## config.mk

```make
export PLATFORM = sky130hd
export DESIGN_NAME = cond_logic_flat
export DESIGN_NICKNAME = d
export VERILOG_FILES = /design/src/rtl/cond_pkg.sv /design/src/rtl/cond_logic_if.sv /design/src/rtl/cond_check.sv /design/src/rtl/cond_logic.sv /design/src/flat_wrapper.sv
export SDC_FILE = /design/constraint.sdc
export NUM_CORES = 1
export LEC_CHECK = 0
export BUFFER_PORTS_ARGS = -buffer_cell sky130_fd_sc_hd__buf_2
export CORE_AREA = 10 10 47 49
export DETAILED_ROUTE_END_ITERATION = 16
export DIE_AREA = 0 0 57 59
export GPL_TIMING_DRIVEN = 1
export PLACE_DENSITY = 0.51
export SYNTH_ARGS = -nofsm -noshare
export SYNTH_HDL_FRONTEND = slang
export SYNTH_SLANG_ARGS = --single-unit
export TNS_END_PERCENT = 50
```

## constraint.sdc

```tcl
create_clock -name clk -period 1.8 [get_ports clk]
set_input_delay 0.09 -clock clk [delete_from_list [all_inputs] [get_ports clk]]
set_output_delay 0.09 -clock clk [all_outputs]
set_load 0.02 [all_outputs]
```

## src/rtl/cond_pkg.sv

```systemverilog
// Shared types and constants for ARM condition evaluation and flag storage.
package cond_pkg;

  localparam int unsigned COND_W  = 4;
  localparam int unsigned FLAGS_W = 4;
  localparam int unsigned FLAGW_W = 2;

  // Bit positions inside the {N,Z,C,V} flag vector.
  localparam int unsigned FLAG_N = 3;
  localparam int unsigned FLAG_Z = 2;
  localparam int unsigned FLAG_C = 1;
  localparam int unsigned FLAG_V = 0;

  // Bit positions inside FlagW.
  localparam int unsigned FLAGW_NZ = 1;
  localparam int unsigned FLAGW_CV = 0;

  typedef enum logic [COND_W-1:0] {
    COND_EQ = 4'b0000,
    COND_NE = 4'b0001,
    COND_CS = 4'b0010,
    COND_CC = 4'b0011,
    COND_MI = 4'b0100,
    COND_PL = 4'b0101,
    COND_VS = 4'b0110,
    COND_VC = 4'b0111,
    COND_HI = 4'b1000,
    COND_LS = 4'b1001,
    COND_GE = 4'b1010,
    COND_LT = 4'b1011,
    COND_GT = 4'b1100,
    COND_LE = 4'b1101,
    COND_AL = 4'b1110,
    COND_NV = 4'b1111
  } cond_t;

endpackage

```

## src/rtl/cond_logic_if.sv

```systemverilog
// Decoder/ALU-facing bundle of the condition logic block.
interface cond_logic_if;
  import cond_pkg::*;

  logic [COND_W-1:0]  Cond;
  logic [FLAGS_W-1:0] ALUFlags;
  logic [FLAGW_W-1:0] FlagW;
  logic               PCS;
  logic               RegW;
  logic               MemW;
  logic               NoWrite;
  logic               en;
  logic               PCSrc;
  logic               RegWrite;
  logic               MemWrite;
  logic               CondEx;
  logic [FLAGS_W-1:0] Flags;

  modport master (
    output Cond, ALUFlags, FlagW, PCS, RegW, MemW, NoWrite, en,
    input  PCSrc, RegWrite, MemWrite, CondEx, Flags
  );

  modport slave (
    input  Cond, ALUFlags, FlagW, PCS, RegW, MemW, NoWrite, en,
    output PCSrc, RegWrite, MemWrite, CondEx, Flags
  );

endinterface

```

## src/rtl/cond_check.sv

```systemverilog
// Combinational condition-field evaluation against the stored flags.
module cond_check
  import cond_pkg::*;
(
  input  logic [COND_W-1:0]  cond,
  input  logic [FLAGS_W-1:0] flags,
  output logic               cond_ex
);

  logic n, z, c, v;
  logic ge;

  assign n  = flags[FLAG_N];
  assign z  = flags[FLAG_Z];
  assign c  = flags[FLAG_C];
  assign v  = flags[FLAG_V];
  assign ge = (n == v);

  // Decode the 16 condition codes.
  always_comb begin
    cond_ex = 1'b0;
    case (cond_t'(cond))
      COND_EQ: cond_ex = z;
      COND_NE: cond_ex = !z;
      COND_CS: cond_ex = c;
      COND_CC: cond_ex = !c;
      COND_MI: cond_ex = n;
      COND_PL: cond_ex = !n;
      COND_VS: cond_ex = v;
      COND_VC: cond_ex = !v;
      COND_HI: cond_ex = c && !z;
      COND_LS: cond_ex = !c || z;
      COND_GE: cond_ex = ge;
      COND_LT: cond_ex = !ge;
      COND_GT: cond_ex = !z && ge;
      COND_LE: cond_ex = z || !ge;
      COND_AL: cond_ex = 1'b1;
      COND_NV: cond_ex = 1'b0;
      default: cond_ex = 1'b0;
    endcase
  end

endmodule

```

## src/rtl/cond_logic.sv

```systemverilog
// Condition logic: flag register, condition check and write-strobe gating.
module cond_logic
  import cond_pkg::*;
(
  input  logic         clk,
  input  logic         reset,
  cond_logic_if.slave  bus
);

  logic [FLAGS_W-1:0] flags_q;
  logic               cond_ex;
  logic               wr_nz;
  logic               wr_cv;

  // Condition is judged only on the registered flags, never on ALUFlags.
  cond_check u_cond_check (
    .cond    (bus.Cond),
    .flags   (flags_q),
    .cond_ex (cond_ex)
  );

  // Flag halves update only when the stage advances and the instruction executes.
  assign wr_nz = bus.en && cond_ex && bus.FlagW[FLAGW_NZ];
  assign wr_cv = bus.en && cond_ex && bus.FlagW[FLAGW_CV];

  // Flag register; reset wins over any write in the same cycle.
  always_ff @(posedge clk) begin
    if (reset) begin
      flags_q <= '0;
    end else begin
      if (wr_nz) begin
        flags_q[FLAG_N] <= bus.ALUFlags[FLAG_N];
        flags_q[FLAG_Z] <= bus.ALUFlags[FLAG_Z];
      end
      if (wr_cv) begin
        flags_q[FLAG_C] <= bus.ALUFlags[FLAG_C];
        flags_q[FLAG_V] <= bus.ALUFlags[FLAG_V];
      end
    end
  end

  // Zero-latency gated strobes; NoWrite only suppresses the register write.
  assign bus.CondEx   = cond_ex;
  assign bus.PCSrc    = bus.PCS  && cond_ex;
  assign bus.MemWrite = bus.MemW && cond_ex;
  assign bus.RegWrite = bus.RegW && cond_ex && !bus.NoWrite;
  assign bus.Flags    = flags_q;

endmodule
```

## src/flat_wrapper.sv

```systemverilog
// flat-port wrapper written by rule: the top's interface ports become plain ports
module cond_logic_flat import cond_pkg::*;
  (clk, reset, bus_Cond, bus_ALUFlags, bus_FlagW, bus_PCS, bus_RegW, bus_MemW, bus_NoWrite, bus_en, bus_PCSrc, bus_RegWrite, bus_MemWrite, bus_CondEx, bus_Flags);
  cond_logic_if bus_i ();
  input  logic clk;
  input  logic reset;
  input wire logic [$bits(bus_i.Cond)-1:0] bus_Cond;
  input wire logic [$bits(bus_i.ALUFlags)-1:0] bus_ALUFlags;
  input wire logic [$bits(bus_i.FlagW)-1:0] bus_FlagW;
  input wire logic [$bits(bus_i.PCS)-1:0] bus_PCS;
  input wire logic [$bits(bus_i.RegW)-1:0] bus_RegW;
  input wire logic [$bits(bus_i.MemW)-1:0] bus_MemW;
  input wire logic [$bits(bus_i.NoWrite)-1:0] bus_NoWrite;
  input wire logic [$bits(bus_i.en)-1:0] bus_en;
  output wire logic [$bits(bus_i.PCSrc)-1:0] bus_PCSrc;
  output wire logic [$bits(bus_i.RegWrite)-1:0] bus_RegWrite;
  output wire logic [$bits(bus_i.MemWrite)-1:0] bus_MemWrite;
  output wire logic [$bits(bus_i.CondEx)-1:0] bus_CondEx;
  output wire logic [$bits(bus_i.Flags)-1:0] bus_Flags;
  assign bus_i.Cond = bus_Cond;
  assign bus_i.ALUFlags = bus_ALUFlags;
  assign bus_i.FlagW = bus_FlagW;
  assign bus_i.PCS = bus_PCS;
  assign bus_i.RegW = bus_RegW;
  assign bus_i.MemW = bus_MemW;
  assign bus_i.NoWrite = bus_NoWrite;
  assign bus_i.en = bus_en;
  assign bus_PCSrc = bus_i.PCSrc;
  assign bus_RegWrite = bus_i.RegWrite;
  assign bus_MemWrite = bus_i.MemWrite;
  assign bus_CondEx = bus_i.CondEx;
  assign bus_Flags = bus_i.Flags;
  cond_logic u_core (.clk(clk), .reset(reset), .bus(bus_i));
endmodule
```

==> metrics.txt, run 1 <==
most common cell after layout, fill and taps aside=buf_2; worst skew pair latency=240 ps; Ys Warns=0; post-synthesis sequential area ratio=0.2433; Synthesized Nets=54; vias in the first global route=389; fraction of layout instances using a drive strength above 1=0.5942; Floorplan Core Area=1401 um2; critical path startpoint=u_core.bus.Flags[0]$_SDFFE_PP0P_; Final Skew=1.837 ps; hold_buf cts=0; CTS H-tree depth=1; placer congestion estimate=0.6505; max cap viols=0; FILL cells=155; Final Max Tran Viols=0; final critical-path required period=1978 ps; die width=57 um; Tcrit/Tclk final=1.099; clock-pin slew on the worst setup and hold paths=40 ps; Hold Path Class=primary input to flop; Final Hold Vio Count=0; Residual DRC=0; vias post-DR=391; Antenna diodes=0; RSZ-0062 raised after global routing=yes; Die ar.=3363 um2; Compound-Gate Fraction of Synth Area=0.1331; Routed WL per cell=12.32 um; Routed WL=1047 um; main combinational cell family by area after synthesis=simple AND/OR/NAND/NOR gates; largest net degree at the start of global routing=9; CTS Buf Count=3; Tot GR Track Use=0.05847; vias per std cell=4.600; CTS tree=done; XOR/XNOR share of the synthesized area=0.07985; port bufs=24; failing checks=negative setup slack; endpoint class of the critical path=primary output; # setup viols final=4; synthesized area per cell=8.894 um2; GRT overflow=0; final hold slack=105.2 ps; r2r startpoint=u_core.bus.Flags[0]$_SDFFE_PP0P_; status=finished with violations; worst setup margin=-178.3 ps; DRT Pass-1 Iters=2; arrival time of the worst setup path=1890 ps; Nets=88; antenna-violating nets left=0; initial core utilization=0.2348; max_slew headroom=0.7652; PD cells=586.3 nW/um2; Max FO, Critical Path=4; Chip Height=59 um; Design Power=0.0003382 W; CP Capture Point=bus_RegWrite; Cells after Synth=37; Post-Synth Simple-Gate Area=0.4106; Yosys reg bits=4; first-pass GRT wire length=1552 um; Crit Reg-Reg Endpoint=u_core.bus.Flags[3]$_SDFFE_PP0P_; reg2reg path depth=6; fmax=0.5055 GHz; CTS root buf=clkbuf_4; most frequent cells in the layout=20 x buf_2, 8 x nand2b_1, 7 x buf_4; post-synthesis mux area share=0.1217; Leak Pwr=0.2781 nW; CP required=1710 ps; Least-Margin Pin Slew=351.6 ps; post-synthesis adder-cell area fraction=0; pre-CTS setup slack=9.173 ps; max reg flops=4; I/O pin cnt=25; Startpoint Class=flop; Hold Crit Start=bus_ALUFlags[0]; Setup CP Type=flop to primary output; Max rail drop VDD=0.1978 mV; initial antenna violation count=0; flop-to-flop setup slack=40 ps; area growth from synthesis to layout=75.28%; clk buf depth=2; CTS Sinks=4; post-synthesis cell type count=17; std cell rows=14; Synth Cell Area=329.1 um2; 1st-iter DRT viols=2
-- routing by layer --
| metal | up-vias | GRT usage | wire length, um |
|---|---|---|---|
| li1 | 196 | - | - |
| met1 | 170 | 0.06691 | 472 |
| met2 | 23 | 0.07907 | 442 |
| met3 | 2 | 0.03433 | 117 |
| met4 | 0 | 0.04027 | 14 |
| met5 | - | 0 | 0 |
-- cells by family after synthesis --
group                     Yosys count
AOI/OAI and AO/OA                   5
and+or+nand+nor                    20
xor gates and xnor gates            3
muxes                               4
DFF                                 4
buffers and inverters               1
-- through the flow --
stage	instances	cell area (um2)	TNS, ps	utilization
final	85	576.8	-441.5	0.4116
after global routing	85	576.8	-656.0	0.4116
after CTS	85	554.3	-490.6	0.3955
after floorplan	37	335.3	-144.4	-
after global placement	81	505.5	0	0.3607
after detailed placement	81	505.5	0	0.3607
-- power by group --
| part | total (W) | switching (W) | internal, W |
|---|---|---|---|
| combinational | 0.000129 | 0.0000625 | 0.0000665 |
| sequential | 0.0000962 | 0.00000288 | 0.0000934 |
| clock | 0.000113 | 0.0000382 | 0.0000747 |
| total | 0.000338 | 0.000104 | 0.000234 |
-- Yosys cell counts --
cell       count  area share
a21oi_2        2       0.053
and2_4         1       0.027
a32o_1         1       0.030
nand2b_1       8        0.15
nor2b_1        3       0.057
nand2_1        3       0.034
nor3b_2        1       0.038
mux2i_1        4        0.12
inv_2          1       0.011
a2111oi_0      1       0.027
or4bb_1        1       0.034
o31ai_1        1       0.023
nand3b_1       1       0.023
nor2_1         1       0.011
dfxtp_1        4        0.24
or4_4          1       0.034
xor2_1         3       0.080
-- worst min-delay path by stage --
stage          slack (ps)                               end  cells past startpoint
2_1_floorplan         220                      bus_RegWrite                      1
5_1_grt               120  u_core.bus.Flags[3]$_SDFFE_PP0P_                      3
3_5_place_dp          360  u_core.bus.Flags[3]$_SDFFE_PP0P_                      3
4_1_cts               100  u_core.bus.Flags[0]$_SDFFE_PP0P_                      3
6_report              110  u_core.bus.Flags[0]$_SDFFE_PP0P_                      3
3_3_place_gp          360  u_core.bus.Flags[2]$_SDFFE_PP0P_                      3
-- layout make-up --
cell class / count / area, um2 / area share
flip-flops and latches: 4 / 82.58 / 0.1432
repair buffers: 29 / 175.2 / 0.3037
clock buffers: 3 / 22.52 / 0.03905
well taps: 16 / 20.02 / 0.03471
inverters: 1 / 3.754 / 0.006508
multi-input cells: 32 / 272.8 / 0.4729
-- worst max-delay path, stage by stage (launching register included) --
cell and delay (ps):
dfxtp_2 320, xor2_1 150, a32o_1 260, or4_4 420, and2_4 200, nor3b_4 170, buf_6 140
-- repair_timing --
action,CTS,global route
resized for setup,7,5
setup buffers,1,0
pin swaps,0,1
endpoints found under the setup margin,4,8
No activity file was read; power rests on OpenSTA's default activity.
==> run 2: changes to the inputs <==
Settings changed: PLACE_DENSITY 0.51 to 0.53.
Clock period 1.8 ns to 1.7 ns, I/O delays scaled along.
==> metrics.txt, run 2 (synthesized netlist as in run 1, its figures left out) <==
status=finished with violations; failing checks=negative setup slack; Nets=92 (+4.5%); area growth from synthesis to layout=88.97%; PD cells=598.0 nW/um2 (+2.0%); Antenna diodes=0 (unchanged); CP top delay family=simple AND/OR/NAND/NOR gates; clock-pin slew on the worst setup and hold paths=40 ps (about the same); Hold Path Class=primary input to flop; largest net degree at the start of global routing=9 (unchanged); Slowest-stage cell, CP=or4_4; first-pass GRT wire length=1828 um (+18%); max cap viols=0 (unchanged); most common cell after layout, fill and taps aside=buf_2; Placed Area=520.5 um2 (+3.0%); Leak Pwr=0.3063 nW (+10%); Floorplan Core Area=1401 um2 (unchanged); clk buf depth=2 (unchanged); Max rail drop VDD=0.2895 mV (+46%); CTS tree=done; Residual DRC=0 (unchanged); Net Switching=0.0001110 W (+7.1%); most frequent cells in the layout=20 x buf_2, 10 x buf_4, 8 x nand2b_1; Tcrit/Tclk final=1.142; initial antenna violation count=0 (unchanged); DRT Pass-1 Iters=3 (+1); P_int=0.0002608 W (+11%); switching share of total power=0.2986 (-0.007920); GRT overflow=0 (unchanged); fmax=0.5152 GHz; CTS Buf Count=3 (unchanged); 1st-iter DRT viols=2 (unchanged); final critical-path required period=1941 ps; CP cell instances=xor2_1, a32o_2, or4_4, and2_4, nor3b_4, buf_6; vias post-DR=404 (+3.3%); CTS root buf=clkbuf_4; Die ar.=3363 um2 (unchanged); Routed WL per cell=12.72 um (+3.3%); vias per std cell=4.539 (-1.3%); Least-Margin Pin Slew=400.4 ps (+48.85 ps); final core area utilization=0.4438 (+0.03214); CP required=1620 ps (-90 ps); r2r startpoint=u_core.bus.Flags[0]$_SDFFE_PP0P_; die width=57 um (unchanged); sequential power share=0.273 (-0.012); Setup CP Type=flop to primary output; fraction of layout instances using a drive strength above 1=0.6712 (+0.07703); Tot GR Track Use=0.06811 (+0.009646); initial core utilization=0.2348 (unchanged); I/O pin cnt=25 (unchanged); final hold slack=105.8 ps (+0.5700 ps); Chip Height=59 um (unchanged); Final Hold Vio Count=0 (unchanged); critical path startpoint=u_core.bus.Flags[0]$_SDFFE_PP0P_; setup TNS=-867.0 ps (-425.5 ps); Gate power share=0.419 (+0.038); endpoint class of the critical path=primary output; Final Skew=3.677 ps (+1.841 ps); max_slew headroom=0.7325 (-0.03263); # setup viols final=8 (+4); Max FO, Critical Path=4 (unchanged); RSZ-0062 raised after global routing=yes; worst setup margin=-240.9 ps (-62.59 ps); port bufs=24 (unchanged); arrival time of the worst setup path=1860 ps (-30 ps); Final Max Tran Viols=0 (unchanged); cell area after layout=621.8 um2 (+7.8%); placer congestion estimate=0.7157 (+10%); CTS Sinks=4 (unchanged); Hold Crit Start=bus_ALUFlags[0]; CTS H-tree depth=1 (unchanged); WP buf/inv=1 (unchanged); Startpoint Class=flop; max reg flops=4 (unchanged); largest incremental delay on the critical path=420 ps (about the same); hold_buf cts=0 (unchanged); antenna-violating nets left=0 (unchanged); std cell rows=14 (unchanged); worst skew pair latency=230 ps (about the same); vias in the first global route=463 (+19%); Clk pwr share=0.308 (-0.026); Routed WL=1132 um (+8.1%)
run 2: cell type report:
| class | instances | area [um2] |
|---|---|---|
| inverter | 1 | 3.754 |
| timing repair buffer | 33 | 209.0 |
| sequential | 4 | 82.58 |
| fill | 153 | 779.5 |
| clock buffer | 3 | 22.52 |
| tap | 16 | 20.02 |
| multi-input combinational | 32 | 284.0 |
run 2: repair_timing:
item | CTS | global route
pin swaps | 5 | 1
endpoints found under the setup margin | 8 | 8
setup buffers | 3 | 1
gates resized for setup | 13 | 0
run 2: power groups by stage:
stage	clock [W]	combinational, W	sequential [W]
after floorplan	0	0.0000645	0.000109
after global placement	0	0.000123	0.000103
after detailed placement	0	0.000123	0.000103
after CTS	0.000122	0.000151	0.000101
after global routing	0.000124	0.000170	0.000102
final	0.000114	0.000156	0.000102
run 2: worst reg2reg max path, stage by stage, from the launching register on:
cell and delay [ps]:
dfxtp_2 310, xor2_1 150, a32o_2 250, or4_4 420
buf_4 170, a21oi_4 150, mux2i_1 200
run 2: worst paths after layout:
check                                                        end  slack (ps)  depth (start not counted)
worst min register to register  u_core.bus.Flags[1]$_SDFFE_PP0P_         490                          2
worst max register to register  u_core.bus.Flags[3]$_SDFFE_PP0P_         -30                          6
worst min-delay path            u_core.bus.Flags[0]$_SDFFE_PP0P_         110                          3
worst max-delay path                                bus_RegWrite        -240                          6
run 2: stage by stage:
stage	power, W	instances	setup slack (ps)
2_1_floorplan	0.0001730	37	-57.99
3_3_place_gp	0.0002257	82	-73.05
3_5_place_dp	0.0002264	82	-82.68
4_1_cts	0.0003747	88	-259.6
5_1_grt	0.0003948	89	-290.5
6_report	0.0003719	89	-240.9
run 2: routing by layer:
metal | routed length [um] | vias up | track usage | share of wire
met5 | 0 | - | 0 | 0
met4 | 15 | 0 | 0.05705 | 0.013
met3 | 124 | 2 | 0.03433 | 0.11
met2 | 545 | 22 | 0.1101 | 0.48
met1 | 446 | 177 | 0.06363 | 0.39
li1 | - | 203 | - | -
==> run 3: changes to the inputs <==
Settings changed: RECOVER_POWER from default to 50.
==> metrics.txt, run 3 (synthesized netlist as in run 1, its figures left out) <==
status=finished with violations; failing checks=negative setup slack; CTS H-tree depth=1 (unchanged); placer congestion estimate=0.7157 (unchanged); Layout Cells excl Fill=89 (unchanged); Max rail drop VDD=0.2895 mV (about the same); placed insts=82 (unchanged); CP required=1620 ps (about the same); CTS Sinks=4 (unchanged); I/O pin cnt=25 (unchanged); RSZ-0062 raised after global routing=yes; flop-to-flop setup slack=-30 ps (about the same); Nets=92 (unchanged); CTS Buf Count=3 (unchanged); worst setup margin=-240.9 ps (unchanged); Setup CP Type=flop to primary output; r2r startpoint=u_core.bus.Flags[0]$_SDFFE_PP0P_; vias post-DR=404 (unchanged); die width=57 um (unchanged); Routed WL=1131 um (about the same); antenna-violating nets left=0 (unchanged); Final Max Tran Viols=0 (unchanged); Crit Reg-Reg Endpoint=u_core.bus.Flags[3]$_SDFFE_PP0P_; fraction of layout instances using a drive strength above 1=0.6438 (-0.02740); Max FO, Critical Path=4 (unchanged); hold_buf cts=0 (unchanged); Routed WL per cell=12.71 um (about the same); most frequent cells in the layout=18 x buf_2, 10 x buf_4, 8 x nand2b_1; vias per std cell=4.539 (unchanged); reg2reg path depth=6 (unchanged); Tcrit/Tclk final=1.142 (unchanged); max_slew headroom=0.7325 (unchanged); Leak Pwr=0.2977 nW (-2.8%); max cap viols=0 (unchanged); worst skew pair latency=230 ps (about the same); CP Capture Point=bus_RegWrite; initial core utilization=0.2348 (unchanged); Chip Height=59 um (unchanged); # setup viols final=8 (unchanged); initial antenna violation count=0 (unchanged); final critical-path required period=1941 ps (unchanged); first-pass GRT wire length=1828 um (unchanged); Final Skew=3.677 ps (unchanged); Startpoint Class=flop; Die ar.=3363 um2 (unchanged); clk buf depth=2 (unchanged); final core area utilization=0.4420 (-0.001786); CTS tree=done; largest net degree at the start of global routing=9 (unchanged); 1st-iter DRT viols=2 (unchanged); area growth from synthesis to layout=88.21%; arrival time of the worst setup path=1860 ps (about the same); max reg flops=4 (unchanged); critical path startpoint=u_core.bus.Flags[0]$_SDFFE_PP0P_; Hold Path Class=primary input to flop; Floorplan Core Area=1401 um2 (unchanged); Residual DRC=0 (unchanged); Tot GR Track Use=0.06811 (unchanged); clock-pin slew on the worst setup and hold paths=40 ps (about the same); CTS root buf=clkbuf_4; endpoint class of the critical path=primary output; Least-Margin Pin Slew=400.4 ps (unchanged); Final Hold Vio Count=0 (unchanged); fmax=0.5152 GHz (unchanged); most common cell after layout, fill and taps aside=buf_2; vias in the first global route=463 (unchanged); std cell rows=14 (unchanged); DRT Pass-1 Iters=3 (unchanged); port bufs=24 (unchanged); PD cells=599.6 nW/um2 (+0.27%); GRT overflow=0 (unchanged); Antenna diodes=0 (unchanged)
run 3: cell types whose count changed in the layout (fill, tap and decap cells not counted):
cell / before / now
buf_2: 20 / 18
clkbuf_1: 0 / 2
run 3: what timing repair did:
item	CTS	global route
pin swaps	5	1
gates resized for setup	13	0
gates cloned	0	0
buffers inserted	3	1
setup endpoints to repair	8	8
run 3: cell type report:
class	instances	area, um2
fill	155	782.0
multi-input combinational	32	284.0
timing repair buffer	33	206.4
sequential	4	82.58
clock buffer	3	22.52
tap	16	20.02
inverter	1	3.754
run 3: worst max-delay path, stage by stage (launching register included):
cell and delay (ps):
dfxtp_2 310, xor2_1 150, a32o_2 250, or4_4 420, and2_4 180, nor3b_4 170
buf_6 140
run 3: power breakdown:
part | total, W | internal, W | switching, W
combinational | 0.000155 | 0.0000826 | 0.0000727
sequential | 0.000102 | 0.0000989 | 0.00000265
clock | 0.000114 | 0.0000787 | 0.0000358
total | 0.000371 | 0.000260 | 0.000111
run 3: metrics by stage:
stage / setup WS [ps] / setup TNS (ps) / total power [W] / area, um2 / hold WS, ps
2_1_floorplan: -57.99 / -70.48 / 0.0001730 / 342.8 / 206.2
3_3_place_gp: -73.05 / -228.8 / 0.0002257 / 520.5 / 342.1
3_5_place_dp: -82.68 / -321.3 / 0.0002264 / 520.5 / 350.9
4_1_cts: -259.6 / -871.0 / 0.0003747 / 614.3 / 99.63
5_1_grt: -290.5 / -1411 / 0.0003943 / 619.3 / 133.3
6_report: -240.9 / -867.0 / 0.0003713 / 619.3 / 105.8
run 3: how the worst min path moves through the flow:
stage / to / from / cells after the start
3_5_place_dp: u_core.bus.Flags[0]$_SDFFE_PP0P_ / bus_ALUFlags[0] / 3
3_3_place_gp: u_core.bus.Flags[0]$_SDFFE_PP0P_ / bus_ALUFlags[0] / 3
4_1_cts: u_core.bus.Flags[0]$_SDFFE_PP0P_ / bus_ALUFlags[0] / 3
6_report: u_core.bus.Flags[0]$_SDFFE_PP0P_ / bus_ALUFlags[0] / 3
5_1_grt: u_core.bus.Flags[3]$_SDFFE_PP0P_ / bus_ALUFlags[3] / 3
2_1_floorplan: bus_RegWrite / bus_NoWrite / 1
run 3: per-layer routing:
layer / track usage / wire length, um
met2: 0.1101 / 545
met5: 0 / 0
met3: 0.03433 / 124
met4: 0.05705 / 15
met1: 0.06363 / 444
